--- src/rtl/tt_sweep_pkg.sv ---
// Shared types and constants for the truth-table sweep stage.
// Vector index idx = {in1,in2,in3}; its observed output lands at table bit 7-idx.
package tt_sweep_pkg;

    typedef enum logic [1:0] {
        IDLE,
        APPLY,
        DONE
    } state_e;

    localparam int unsigned TT_W        = 8;
    localparam int unsigned NUM_VEC     = 8;
    localparam int unsigned SYNC_STAGES = 2;

    function automatic logic [2:0] tt_bit(input logic [2:0] idx);
        return 3'd7 - idx;
    endfunction

endpackage

--- src/rtl/truth_table_sweep_sync2.sv ---
// Multi-flop synchronizer with synchronous active-high reset.
// The depth is SYNC_STAGES (two), so q lags d by two rising edges.
module sync2
    import tt_sweep_pkg::*;
(
    input  logic clk,
    input  logic reset,
    input  logic d,
    output logic q
);

    logic [SYNC_STAGES-1:0] shreg_q;
    logic [SYNC_STAGES-1:0] shreg_d;

    always_comb begin
        shreg_d = {shreg_q[SYNC_STAGES-2:0], d};
    end

    always_ff @(posedge clk) begin
        if (reset) begin
            shreg_q <= '0;
        end else begin
            shreg_q <= shreg_d;
        end
    end

    assign q = shreg_q[SYNC_STAGES-1];

endmodule

--- src/rtl/truth_table_sweep.sv ---
// Drives a 3-input gate through all eight input vectors, holds each for
// SETTLE_CYCLES cycles and captures the synchronized response into table_q.
module truth_table_sweep
    import tt_sweep_pkg::*;
#(
    parameter int unsigned     SETTLE_CYCLES = 4,
    parameter logic [TT_W-1:0] EXPECTED      = 8'hEA
) (
    input  logic            clk,
    input  logic            reset,
    input  logic            start,
    input  logic            dut_out,
    output logic            in1,
    output logic            in2,
    output logic            in3,
    output logic            busy,
    output logic            done,
    output logic [TT_W-1:0] table_q,
    output logic            match,
    output logic [TT_W-1:0] mismatch_mask
);

    localparam int unsigned    CNT_W    = $clog2(SETTLE_CYCLES);
    localparam logic [CNT_W-1:0] CNT_LAST = CNT_W'(SETTLE_CYCLES - 1);
    localparam logic [2:0]     IDX_LAST = 3'(NUM_VEC - 1);

    state_e            state_q, state_d;
    logic [2:0]        idx_q, idx_d;
    logic [CNT_W-1:0]  cnt_q, cnt_d;
    logic [TT_W-1:0]   table_d;
    logic              match_q, match_d;
    logic [TT_W-1:0]   mask_q, mask_d;
    logic              dut_sync;

    sync2 u_sync (
        .clk   (clk),
        .reset (reset),
        .d     (dut_out),
        .q     (dut_sync)
    );

    always_comb begin
        state_d = state_q;
        idx_d   = idx_q;
        cnt_d   = cnt_q;
        table_d = table_q;
        match_d = match_q;
        mask_d  = mask_q;
        case (state_q)
            IDLE: begin
                if (start) begin
                    table_d = '0;
                    match_d = 1'b0;
                    mask_d  = '0;
                    idx_d   = '0;
                    cnt_d   = '0;
                    state_d = APPLY;
                end
            end
            APPLY: begin
                cnt_d = cnt_q + CNT_W'(1);
                if (cnt_q == CNT_LAST) begin
                    table_d[tt_bit(idx_q)] = dut_sync;
                    cnt_d = '0;
                    if (idx_q == IDX_LAST) begin
                        // Compare against the table including the final capture
                        // so match/mask are already valid during the done pulse.
                        match_d = (table_d == EXPECTED);
                        mask_d  = table_d ^ EXPECTED;
                        state_d = DONE;
                    end else begin
                        idx_d = idx_q + 3'd1;
                    end
                end
            end
            DONE: begin
                state_d = IDLE;
            end
            default: begin
                state_d = IDLE;
            end
        endcase
    end

    always_ff @(posedge clk) begin
        if (reset) begin
            state_q <= IDLE;
            idx_q   <= '0;
            cnt_q   <= '0;
            table_q <= '0;
            match_q <= 1'b0;
            mask_q  <= '0;
        end else begin
            state_q <= state_d;
            idx_q   <= idx_d;
            cnt_q   <= cnt_d;
            table_q <= table_d;
            match_q <= match_d;
            mask_q  <= mask_d;
        end
    end

    assign busy          = (state_q == APPLY);
    assign done          = (state_q == DONE);
    assign in1           = busy & idx_q[2];
    assign in2           = busy & idx_q[1];
    assign in3           = busy & idx_q[0];
    assign match         = match_q;
    assign mismatch_mask = mask_q;

endmodule

--- config.mk ---
export PLATFORM = sky130hd
export DESIGN_NAME = truth_table_sweep
export DESIGN_NICKNAME = d
export VERILOG_FILES = /design/src/rtl/tt_sweep_pkg.sv /design/src/rtl/truth_table_sweep_sync2.sv /design/src/rtl/truth_table_sweep.sv
export SDC_FILE = /design/constraint.sdc
export NUM_CORES = 1
export LEC_CHECK = 0
export BUFFER_PORTS_ARGS = -buffer_cell sky130_fd_sc_hd__buf_4
export CORE_MARGIN = 4
export CORE_UTILIZATION = 35
export DETAILED_ROUTE_END_ITERATION = 10
export PLACE_DENSITY = 0.61
export SLEW_MARGIN = 20
export SYNTH_ARGS = -nofsm -noshare
export SYNTH_HDL_FRONTEND = slang
export SYNTH_HIERARCHICAL = 1
export SYNTH_SLANG_ARGS = --single-unit
--- constraint.sdc ---
create_clock -name clk -period 1.6 [get_ports clk]
set_clock_uncertainty 0.2 [all_clocks]
set_input_delay 0.32 -clock clk [delete_from_list [all_inputs] [get_ports clk]]
set_output_delay 0.32 -clock clk [all_outputs]
set_load 0.01 [all_outputs]
==> flow_metrics.env, run 1 <==
export IMPL_hp_start="reset"
export IMPL_clk_path_buf_depth=2
export IMPL_p_per_area_mw_per_mm2=680.4
export IMPL_fin_cells=226
export IMPL_core_sq_mm=0.003363
export IMPL_crit_family="flip-flops"
export IMPL_dpl_cell_area_sq_mm=0.001535
export IMPL_max_cap_violations=0
export IMPL_grt_overflow=0
export IMPL_dp_hpwl_um=2140
export IMPL_place_gp_congestion=0.8004
export IMPL_arrival_ns=1.19
export IMPL_final_cell_mix="33 x buf_4, 21 x dfxtp_1, 18 x nand2_1, 11 x buf_6, 10 x nor2_1"
export IMPL_antenna_found_initial=0
export IMPL_yosys_area_top_type="dfxtp_1"
export IMPL_final_cell_area_sq_mm=0.001824
export IMPL_grt_max_degree=16
export IMPL_syn_instance_count=136
export IMPL_cts_tree="done"
export IMPL_detail_route_antenna_nets=0
export IMPL_ys_seq_elements=26
export IMPL_period_needed_ns=1.710
export IMPL_grt_usage_pct=14.59
export IMPL_start_util_pct=36.57
export IMPL_ios=26
export IMPL_drive_above_1_share_pct=45.00
export IMPL_critPathLaunch="state_q[0]$_SDFFE_PP0P_"
export IMPL_ctsHtreeMaxLevel=1
export IMPL_rsz0062_at_grt="yes"
export IMPL_reg2reg_from="idx_q[1]$_SDFFE_PP0P_"
export IMPL_fmax_mhz=584.9
export IMPL_die_h_um=67.28
export IMPL_placementRows=21
export IMPL_drt_iter0_drc=39
export IMPL_yosysWarnings=6
export IMPL_path_buf_inv=2
export IMPL_cp_start_kind="register"
export IMPL_fin_ws_ns=-0.1097
export IMPL_postSynthAreaPerCell_sq_um=9.044
export IMPL_crit_required_ns=1.08
export IMPL_holdWs_ns=0.07168
export IMPL_syn_area_sq_mm=0.001230
export IMPL_critPathMaxFanout=4
export IMPL_power_internal_w=0.0009656
export IMPL_p_switching_w=0.0002756
export IMPL_fillers=327
export IMPL_pwr_share_seq_pct=53.6
export IMPL_failed_checks="negative setup slack"
export IMPL_root_buffer="clkbuf_4"
export IMPL_syn_num_nets=143
export IMPL_final_core_util_pct=54.24
export IMPL_cp_common_cell="buf_6"
export IMPL_tightest_slew_ns=0.2658
export IMPL_status="complete, but fails checks"
export IMPL_setup_viol=9
export IMPL_post_route_period_util_pct=106.9
export IMPL_cpMaxStageDelayCell="dfxtp_4"
export IMPL_routed_via_density=5.053
export IMPL_dpl_cell_count=213
export IMPL_p_leak_nw=0.7811
export IMPL_cts_buffers_inserted=3
export IMPL_ir_drop_mv=0.3835
export IMPL_pre_cts_ws_ns=-0.1314
export IMPL_path_cells="nor2b_4 > buf_6 > and2_4 > buf_6"
export IMPL_port_buffers=25
export IMPL_die_width_um=67.28
export IMPL_worstSetupPathType="register to primary output"
export IMPL_grt_pass1_vias=1114
export IMPL_wl_per_cell_um=13.89
export IMPL_hp_class="primary input to register"
export IMPL_final_common_cell="buf_4"
export IMPL_synthFlopType="dfxtp_1"
export IMPL_drcViolationCount=0
export IMPL_synth_edf_count=0
export IMPL_clkPwrFrac_pct=37.2
export IMPL_via_count=1142
export IMPL_clock_sinks=26
export IMPL_ys_async_sr_fraction_pct=0
export IMPL_netlist_area_leader_share_pct=42.32
export IMPL_first_pass_iters=4
export IMPL_synth_cell_types=35
export IMPL_hold_viol_final=0
export IMPL_critPathMaxStageDelay_ns=0.37
export IMPL_diodes=0
export IMPL_p_comb_share_pct=9.3
export IMPL_drv_slew=0
export IMPL_ys_seq_area_share_pct=42.32
export IMPL_slew_headroom_pct=81.93
export IMPL_switching_share_pct=22.21
export IMPL_clock_latency_ns=0.33
export IMPL_routed_wirelength_um=3139
export IMPL_grt_pass1_wl_um=5030
export IMPL_synthTopCellsByArea="dfxtp_1 42%, mux2i_1 6.5%, nand2_1 5.5%"
export IMPL_path_clk_slew_ns=0.15
export IMPL_area_growth_pct=48.32
export IMPL_nets=188
export IMPL_dieArea_sq_mm=0.004527
export IMPL_crit_path_end_kind="primary output"
-- registers in the layout, summed over array words and instances, names as in the netlist --
register / count
cnt_q: 2
idx_q: 3
match: 1
mismatch_mask: 8
state_q: 2
table_q: 8
u_sync/shreg_q: 2
-- worst paths after layout --
check,end,slack (ns),cells past startpoint
min reg2reg,u_sync/shreg_q[1]$_SDFF_PP0_,0.25,1
max reg2reg,mismatch_mask[3]$_SDFFE_PP0P_,-0.03,8
max,in3,-0.11,4
min,idx_q[1]$_SDFFE_PP0P_,0.07,2
-- metrics by stage --
stage	setup TNS (ns)	power, W
after floorplan	-0.02317	0.0007356
after global placement	-0.1992	0.0007654
after detailed placement	-0.9200	0.0007682
after CTS	-0.4573	0.001242
after global routing	-0.9247	0.001292
final	-0.4704	0.001241
-- cell usage after synthesis, drive strengths merged (2+ instances only) --
library cell / instances
dfxtp: 26
nand2: 18
nor2: 12
o21ai: 10
a21oi: 9
mux2i: 9
a22o: 5
buf: 5
nand3: 5
nand3b: 5
nor2b: 5
and2: 3
ha: 3
a21o: 2
and2b: 2
inv: 2
nor3: 2
nor3b: 2
o22ai: 2
-- per-layer routing --
metal | vias to the layer above | wire length, um | track usage [%]
met5 | - | 0 | 0
met4 | 0 | 40 | 6.329
met3 | 5 | 117 | 3.328
met2 | 24 | 1484 | 23.68
met1 | 547 | 1497 | 18.45
li1 | 566 | - | -
-- kinds of logic after synthesis --
kind of cell	after synthesis	share of synthesized area [%]
mux	9	7.630
fa+ha+maj	3	3.052
xor+xnor	1	0.7122
simple gates	58	27.57
compound gates	31	15.56
flops	26	42.32
buf+inv	8	3.154
-- power by group through the flow --
stage	Sequential, W	Clock [W]	Combinational, W
after detailed placement	0.000681	0	0.0000873
after floorplan	0.000677	0	0.0000585
after CTS	0.000665	0.000470	0.000107
final	0.000665	0.000461	0.000115
after global routing	0.000667	0.000499	0.000126
after global placement	0.000680	0	0.0000851
-- what timing repair did --
| action | 4_1_cts | 5_1_grt |
|---|---|---|
| resized for setup | 24 | 26 |
| hold buffers | 0 | 1 |
| hold endpoints to repair | 0 | 1 |
| setup endpoints to repair | 22 | 25 |
| setup buffers | 3 | 7 |
| cloned | 0 | 0 |
| pin swaps | 10 | 9 |
-- final cells by class --
| cell class | count | area [sq um] | area share (%) |
|---|---|---|---|
| multi-input combinational | 102 | 770.7 | 42.25 |
| inverter | 2 | 10.01 | 0.5487 |
| clock buffer | 3 | 22.52 | 1.235 |
| clock inverter | 1 | 30.03 | 1.646 |
| sequential | 26 | 531.8 | 29.15 |
| timing repair buffer | 46 | 401.6 | 22.02 |
| tap | 46 | 57.56 | 3.155 |
Power figures use the tool's default switching activity.
==> run 2: changes to the inputs <==
--- a/config.mk
+++ b/config.mk
@@ -10,6 +10,7 @@
 export CORE_UTILIZATION = 35
 export DETAILED_ROUTE_END_ITERATION = 10
 export PLACE_DENSITY = 0.61
+export REMOVE_ABC_BUFFERS = 1
 export SLEW_MARGIN = 20
 export SYNTH_ARGS = -nofsm -noshare
 export SYNTH_HDL_FRONTEND = slang
==> run 2 against run 1 <==
Compared with the run above:
- the flow still finishes with violations (negative setup slack)
- worst hold slack better by 0.0090 ns
- combinational power hardly changed
- global-route usage is 0.50 points higher
- sequential cell count stayed put
- sequential share of layout area is 0.84 points higher
- cell count is 0.88% lower
- utilization is 1.2 points lower
- clock power is 2% lower
- critical endpoint is now in2
- design area is 2.1% lower
- first-iteration DRC count is 23% higher
- total power is 0.97% lower
==> flow_metrics.env, run 2 (same netlist as run 1, synthesis figures left out) <==
export IMPL_status="complete, but fails checks"
export IMPL_failed_checks="negative setup slack"
export IMPL_clock_latency_ns=0.32
export IMPL_worstSetupPathType="register to primary output"
export IMPL_period_needed_ns=1.656
export IMPL_grt_usage_pct=15.09
export IMPL_fmax_mhz=604.0
export IMPL_post_route_period_util_pct=103.5
export IMPL_ctsHtreeMaxLevel=1
export IMPL_p_per_area_mw_per_mm2=688.4
export IMPL_cts_buffers_inserted=3
export IMPL_routed_wirelength_um=3171
export IMPL_diodes=0
export IMPL_cts_tree="done"
export IMPL_hp_class="primary input to register"
export IMPL_dieArea_sq_mm=0.004527
export IMPL_tightest_slew_ns=0.3474
export IMPL_first_pass_iters=4
export IMPL_die_h_um=67.28
export IMPL_p_leak_nw=0.7610
export IMPL_port_buffers=25
export IMPL_cp_start_kind="register"
export IMPL_grt_max_degree=16
export IMPL_place_gp_congestion=0.8132
export IMPL_fillers=335
export IMPL_antenna_found_initial=0
export IMPL_root_buffer="clkbuf_4"
export IMPL_dpl_cell_count=213
export IMPL_rsz0062_at_grt="yes"
export IMPL_area_growth_pct=45.17
export IMPL_via_count=1128
export IMPL_final_cell_mix="34 x buf_4, 20 x dfxtp_1, 17 x nand2_1, 9 x nor2_1, 9 x buf_6"
export IMPL_max_cap_violations=0
export IMPL_dp_hpwl_um=2245
export IMPL_arrival_ns=1.14
export IMPL_crit_path_end_kind="primary output"
export IMPL_grt_pass1_vias=1105
export IMPL_regArea_sq_um=535.5
export IMPL_wl_per_cell_um=14.16
export IMPL_placementRows=21
export IMPL_critPathMaxFanout=10
export IMPL_ir_drop_mv=0.4432
export IMPL_fin_cells=224
export IMPL_drive_above_1_share_pct=44.38
export IMPL_drcViolationCount=0
export IMPL_clock_sinks=26
export IMPL_drt_iter0_drc=48
export IMPL_final_common_cell="buf_4"
export IMPL_multi_input_area_sq_um=765.7
export IMPL_crit_required_ns=1.08
export IMPL_start_util_pct=36.57
export IMPL_ios=26
export IMPL_holdWs_ns=0.08069
export IMPL_grt_pass1_wl_um=5078
export IMPL_die_width_um=67.28
export IMPL_setup_viol=5
export IMPL_detail_route_antenna_nets=0
export IMPL_clk_path_buf_depth=2
export IMPL_path_clk_slew_ns=0.14
export IMPL_hold_viol_final=0
export IMPL_drv_slew=0
export IMPL_core_sq_mm=0.003363
export IMPL_fin_ws_ns=-0.05557
export IMPL_slew_headroom_pct=76.79
export IMPL_nets=186
export IMPL_routed_via_density=5.036
export IMPL_grt_overflow=0
-- run 2: cell count changes in the layout (fill, tap and decap cells not counted), sizes merged --
cell,change
buf,-2
-- run 2: stage by stage --
stage	power, W	setup WS (ns)	instance area [sq um]	util, %	TNS [ns]
final	0.001229	-0.05557	1785	53.09	-0.1745
after global routing	0.001296	-0.1323	1785	53.09	-0.8704
after CTS	0.001248	-0.06825	1673	49.74	-0.5992
after detailed placement	0.0007692	-0.06214	1534	45.61	-0.4927
after global placement	0.0007670	-0.01610	1534	45.61	-0.06377
after floorplan	0.0007280	-0.2393	1199	-	-2.430
-- run 2: power breakdown --
group          leakage (nW)  switching (W)  internal (W)
logic                 0.519      0.0000608     0.0000544
clock network        0.0279       0.000199      0.000253
registers             0.214     0.00000750      0.000654
-- run 2: final cells by class --
cell class              instances  share of cell area [%]
inverters                       2                  0.4205
multi-input cells             102                   42.89
flip-flops and latches         26                   29.99
well taps                      46                   3.224
repair buffers                 44                   20.53
clock inverters                 1                   1.682
clock buffers                   3                   1.261
-- run 2: metal layers --
layer	part of all wire, %	wire, um	vias up	GRT usage [%]
li1	-	-	559	-
met1	45	1427	543	18.66
met2	49	1567	20	25.15
met3	3.9	124	6	3.328
met4	1.6	51	0	6.329
met5	0	0	-	0
-- run 2: worst max-delay path, cell delays in order, from the launching register on --
cell	delay, ns
dfxtp_2	0.37
buf_4	0.19
and2_4	0.16
buf_6	0.09
-- run 2: final timing paths --
kind                           startpoint                           end  slack, ns  cells past startpoint
min reg2reg  u_sync/shreg_q[0]$_SDFF_PP0_  u_sync/shreg_q[1]$_SDFF_PP0_       0.27                      1
max reg2reg       state_q[0]$_SDFFE_PP0P_            match$_SDFFE_PP0P_       0.02                      7
min                                 reset         idx_q[1]$_SDFFE_PP0P_       0.08                      2
max                 idx_q[1]$_SDFFE_PP0P_                           in2      -0.06                      3
-- run 2: timing repair --
| action | in CTS | in global routing |
|---|---|---|
| endpoints found under the hold margin | 1 | 0 |
| hold buffers | 1 | 0 |
| gates resized for setup | 19 | 29 |
| pin swaps | 3 | 9 |
| endpoints found under the setup margin | 24 | 25 |
| setup buffers | 3 | 3 |
==> run 3: changes to the inputs <==
--- a/config.mk
+++ b/config.mk
@@ -6,6 +6,7 @@
 export NUM_CORES = 1
 export LEC_CHECK = 0
 export BUFFER_PORTS_ARGS = -buffer_cell sky130_fd_sc_hd__buf_4
+export CORE_ASPECT_RATIO = 2
 export CORE_MARGIN = 4
 export CORE_UTILIZATION = 35
 export DETAILED_ROUTE_END_ITERATION = 10
==> run 3 against run 2 <==
Compared with the run above:
- utilization decreased by 1.9 points
- sequential power about the same
- critical endpoint unchanged
- design area decreased by 3.2%
- fmax increased by 4.4%
- the flow now finishes without violations
==> flow_metrics.env, run 3 (same netlist as run 1, synthesis figures left out) <==
export IMPL_detail_route_antenna_nets=0
export IMPL_core_sq_mm=0.003378
export IMPL_crit_required_ns=1.08
export IMPL_hp_class="primary input to register"
export IMPL_finalPower_w=0.001127
export IMPL_ir_drop_mv=0.5352
export IMPL_dieArea_sq_mm=0.004584
export IMPL_grt_overflow=0
export IMPL_drive_above_1_share_pct=42.53
export IMPL_clk_path_buf_depth=2
export IMPL_hp_start="dut_out"
export IMPL_fillers=298
export IMPL_crit_path_end_kind="primary output"
export IMPL_drt_iter0_drc=16
export IMPL_die_width_um=49.92
export IMPL_cp_start_kind="register"
export IMPL_routed_wirelength_um=3066
export IMPL_nets=183
export IMPL_setup_viol=0
export IMPL_critPathMaxFanout=5
export IMPL_cts_tree="done"
export IMPL_die_h_um=91.84
export IMPL_port_buffers=25
export IMPL_path_buf_inv=1
export IMPL_status="complete, no violations"
export IMPL_max_cap_violations=0
export IMPL_fmax_mhz=630.4
export IMPL_drv_slew=0
export IMPL_multi_input_area_sq_um=757.0
export IMPL_p_per_area_mw_per_mm2=651.8
export IMPL_worstRegToRegCells=8
export IMPL_whs_path_depth=2
export IMPL_placementRows=30
export IMPL_dp_hpwl_um=2281
export IMPL_cts_buffers_inserted=3
export IMPL_grt_pass1_wl_um=4919
export IMPL_drcViolationCount=0
export IMPL_post_route_period_util_pct=99.14
export IMPL_grt_max_degree=15
export IMPL_setup_tns_final_ns=0
export IMPL_area_growth_pct=40.59
export IMPL_via_count=1094
export IMPL_clock_sinks=26
export IMPL_dpl_cell_area_sq_mm=0.001524
export IMPL_reg2reg_from="idx_q[1]$_SDFFE_PP0P_"
export IMPL_tightest_slew_ns=0.3831
export IMPL_root_buffer="clkbuf_8"
export IMPL_path_cells="nor2b_4 > and2_4 > buf_6"
export IMPL_cpMaxStageDelayCell="dfxtp_4"
export IMPL_r2r_end="idx_q[0]$_SDFFE_PP0P_"
export IMPL_antenna_found_initial=0
export IMPL_p_leak_nw=0.7428
export IMPL_regArea_sq_um=531.8
export IMPL_final_common_cell="buf_4"
export IMPL_worstSetupPathType="register to primary output"
export IMPL_min_to="u_sync/shreg_q[0]$_SDFF_PP0_"
export IMPL_place_gp_congestion=0.7833
export IMPL_clock_latency_ns=0.26
export IMPL_ios=26
export IMPL_ctsHtreeMaxLevel=1
export IMPL_first_pass_iters=4
export IMPL_rsz0062_at_grt="yes"
export IMPL_arrival_ns=1.07
export IMPL_diodes=0
export IMPL_regToRegSetupSlack_ns=0.04
export IMPL_grt_usage_pct=13.84
export IMPL_wl_per_cell_um=14.88
export IMPL_slew_headroom_pct=74.43
export IMPL_grt_pass1_vias=1039
export IMPL_final_cell_area_sq_mm=0.001729
export IMPL_hold_viol_final=0
export IMPL_postCtsHoldBufs=0
export IMPL_period_needed_ns=1.586
export IMPL_start_util_pct=36.41
export IMPL_final_cell_mix="30 x buf_4, 21 x dfxtp_1, 18 x nand2_1, 11 x buf_6, 9 x o21ai_0"
export IMPL_routed_via_density=5.311
export IMPL_crit_family="flip-flops"
export IMPL_critPathMaxStageDelay_ns=0.38
export IMPL_path_clk_slew_ns=0.09
-- run 3: cell count changes in the layout (fill, tap and decap cells not counted), moves of 2 or more --
cell,previous run,this run
o21ai_0,4,9
buf_4,34,30
o21ai_1,5,1
clkbuf_4,3,0
clkbuf_8,0,3
buf_6,9,11
nor2_2,1,3
-- run 3: repair_timing --
item,CTS,global route
pin swaps,5,14
gates resized for setup,24,18
endpoints found under the setup margin,21,25
setup buffers,0,3
-- run 3: worst register-to-register path: cells and delay by family, from the launching register on --
family / cells / cell delay, ns
AO/OA/AOI/OAI: 2 / 0.24
adder cells (fa/ha/maj): 2 / 0.32
buffers and inverters: 2 / 0.18
flip-flops: 1 / 0.35
AND/OR/NAND/NOR: 2 / 0.16
-- run 3: area by class of cell --
class	instances	area share (%)
tap	32	2.315
clock buffer	3	2.388
inverter	2	0.5789
multi-input combinational	102	43.78
timing repair buffer	41	20.19
sequential	26	30.75
-- run 3: metal layers --
| metal | wire length, um | vias to the layer above | global-route usage, % |
|---|---|---|---|
| li1 | - | 554 | - |
| met1 | 1221 | 512 | 15.76 |
| met2 | 1670 | 24 | 25.00 |
| met3 | 116 | 4 | 1.789 |
| met4 | 57 | 0 | 5.774 |
| met5 | 0 | - | 0 |
-- run 3: power by group --
group / leakage (nW) / internal (W) / total, W / switching, W
combinational: 0.508 / 0.0000515 / 0.000109 / 0.0000575
sequential: 0.213 / 0.000654 / 0.000662 / 0.00000829
clock: 0.0216 / 0.000168 / 0.000356 / 0.000188
total: 0.743 / 0.000874 / 0.00113 / 0.000253
-- run 3: stage by stage --
stage          setup WS [ns]  std cells  hold WS [ns]  util [%]
6_report             0.01377        206       0.06466     51.19
5_1_grt             -0.04504        206       0.05927     51.19
3_5_place_dp        -0.07719        200        0.2353     45.11
2_1_floorplan        -0.2393        130        0.1891         -
3_3_place_gp        -0.04108        200        0.2205     45.11
4_1_cts             -0.01698        203       0.05851     48.48
-- run 3: worst max-delay path by stage --
stage | slack [ns] | start | cells after the start | endpoint
after global routing | -0.05 | idx_q[1]$_SDFFE_PP0P_ | 8 | match$_SDFFE_PP0P_
after global placement | -0.04 | cnt_q[0]$_SDFFE_PP0P_ | 6 | table_q[5]$_SDFFE_PP0P_
after detailed placement | -0.08 | cnt_q[0]$_SDFFE_PP0P_ | 6 | table_q[0]$_SDFFE_PP0P_
final | 0.01 | state_q[0]$_SDFFE_PP0P_ | 3 | in2
after CTS | -0.02 | state_q[0]$_SDFFE_PP0P_ | 3 | in3
after floorplan | -0.24 | idx_q[0]$_SDFFE_PP0P_ | 6 | mismatch_mask[1]$_SDFFE_PP0P_
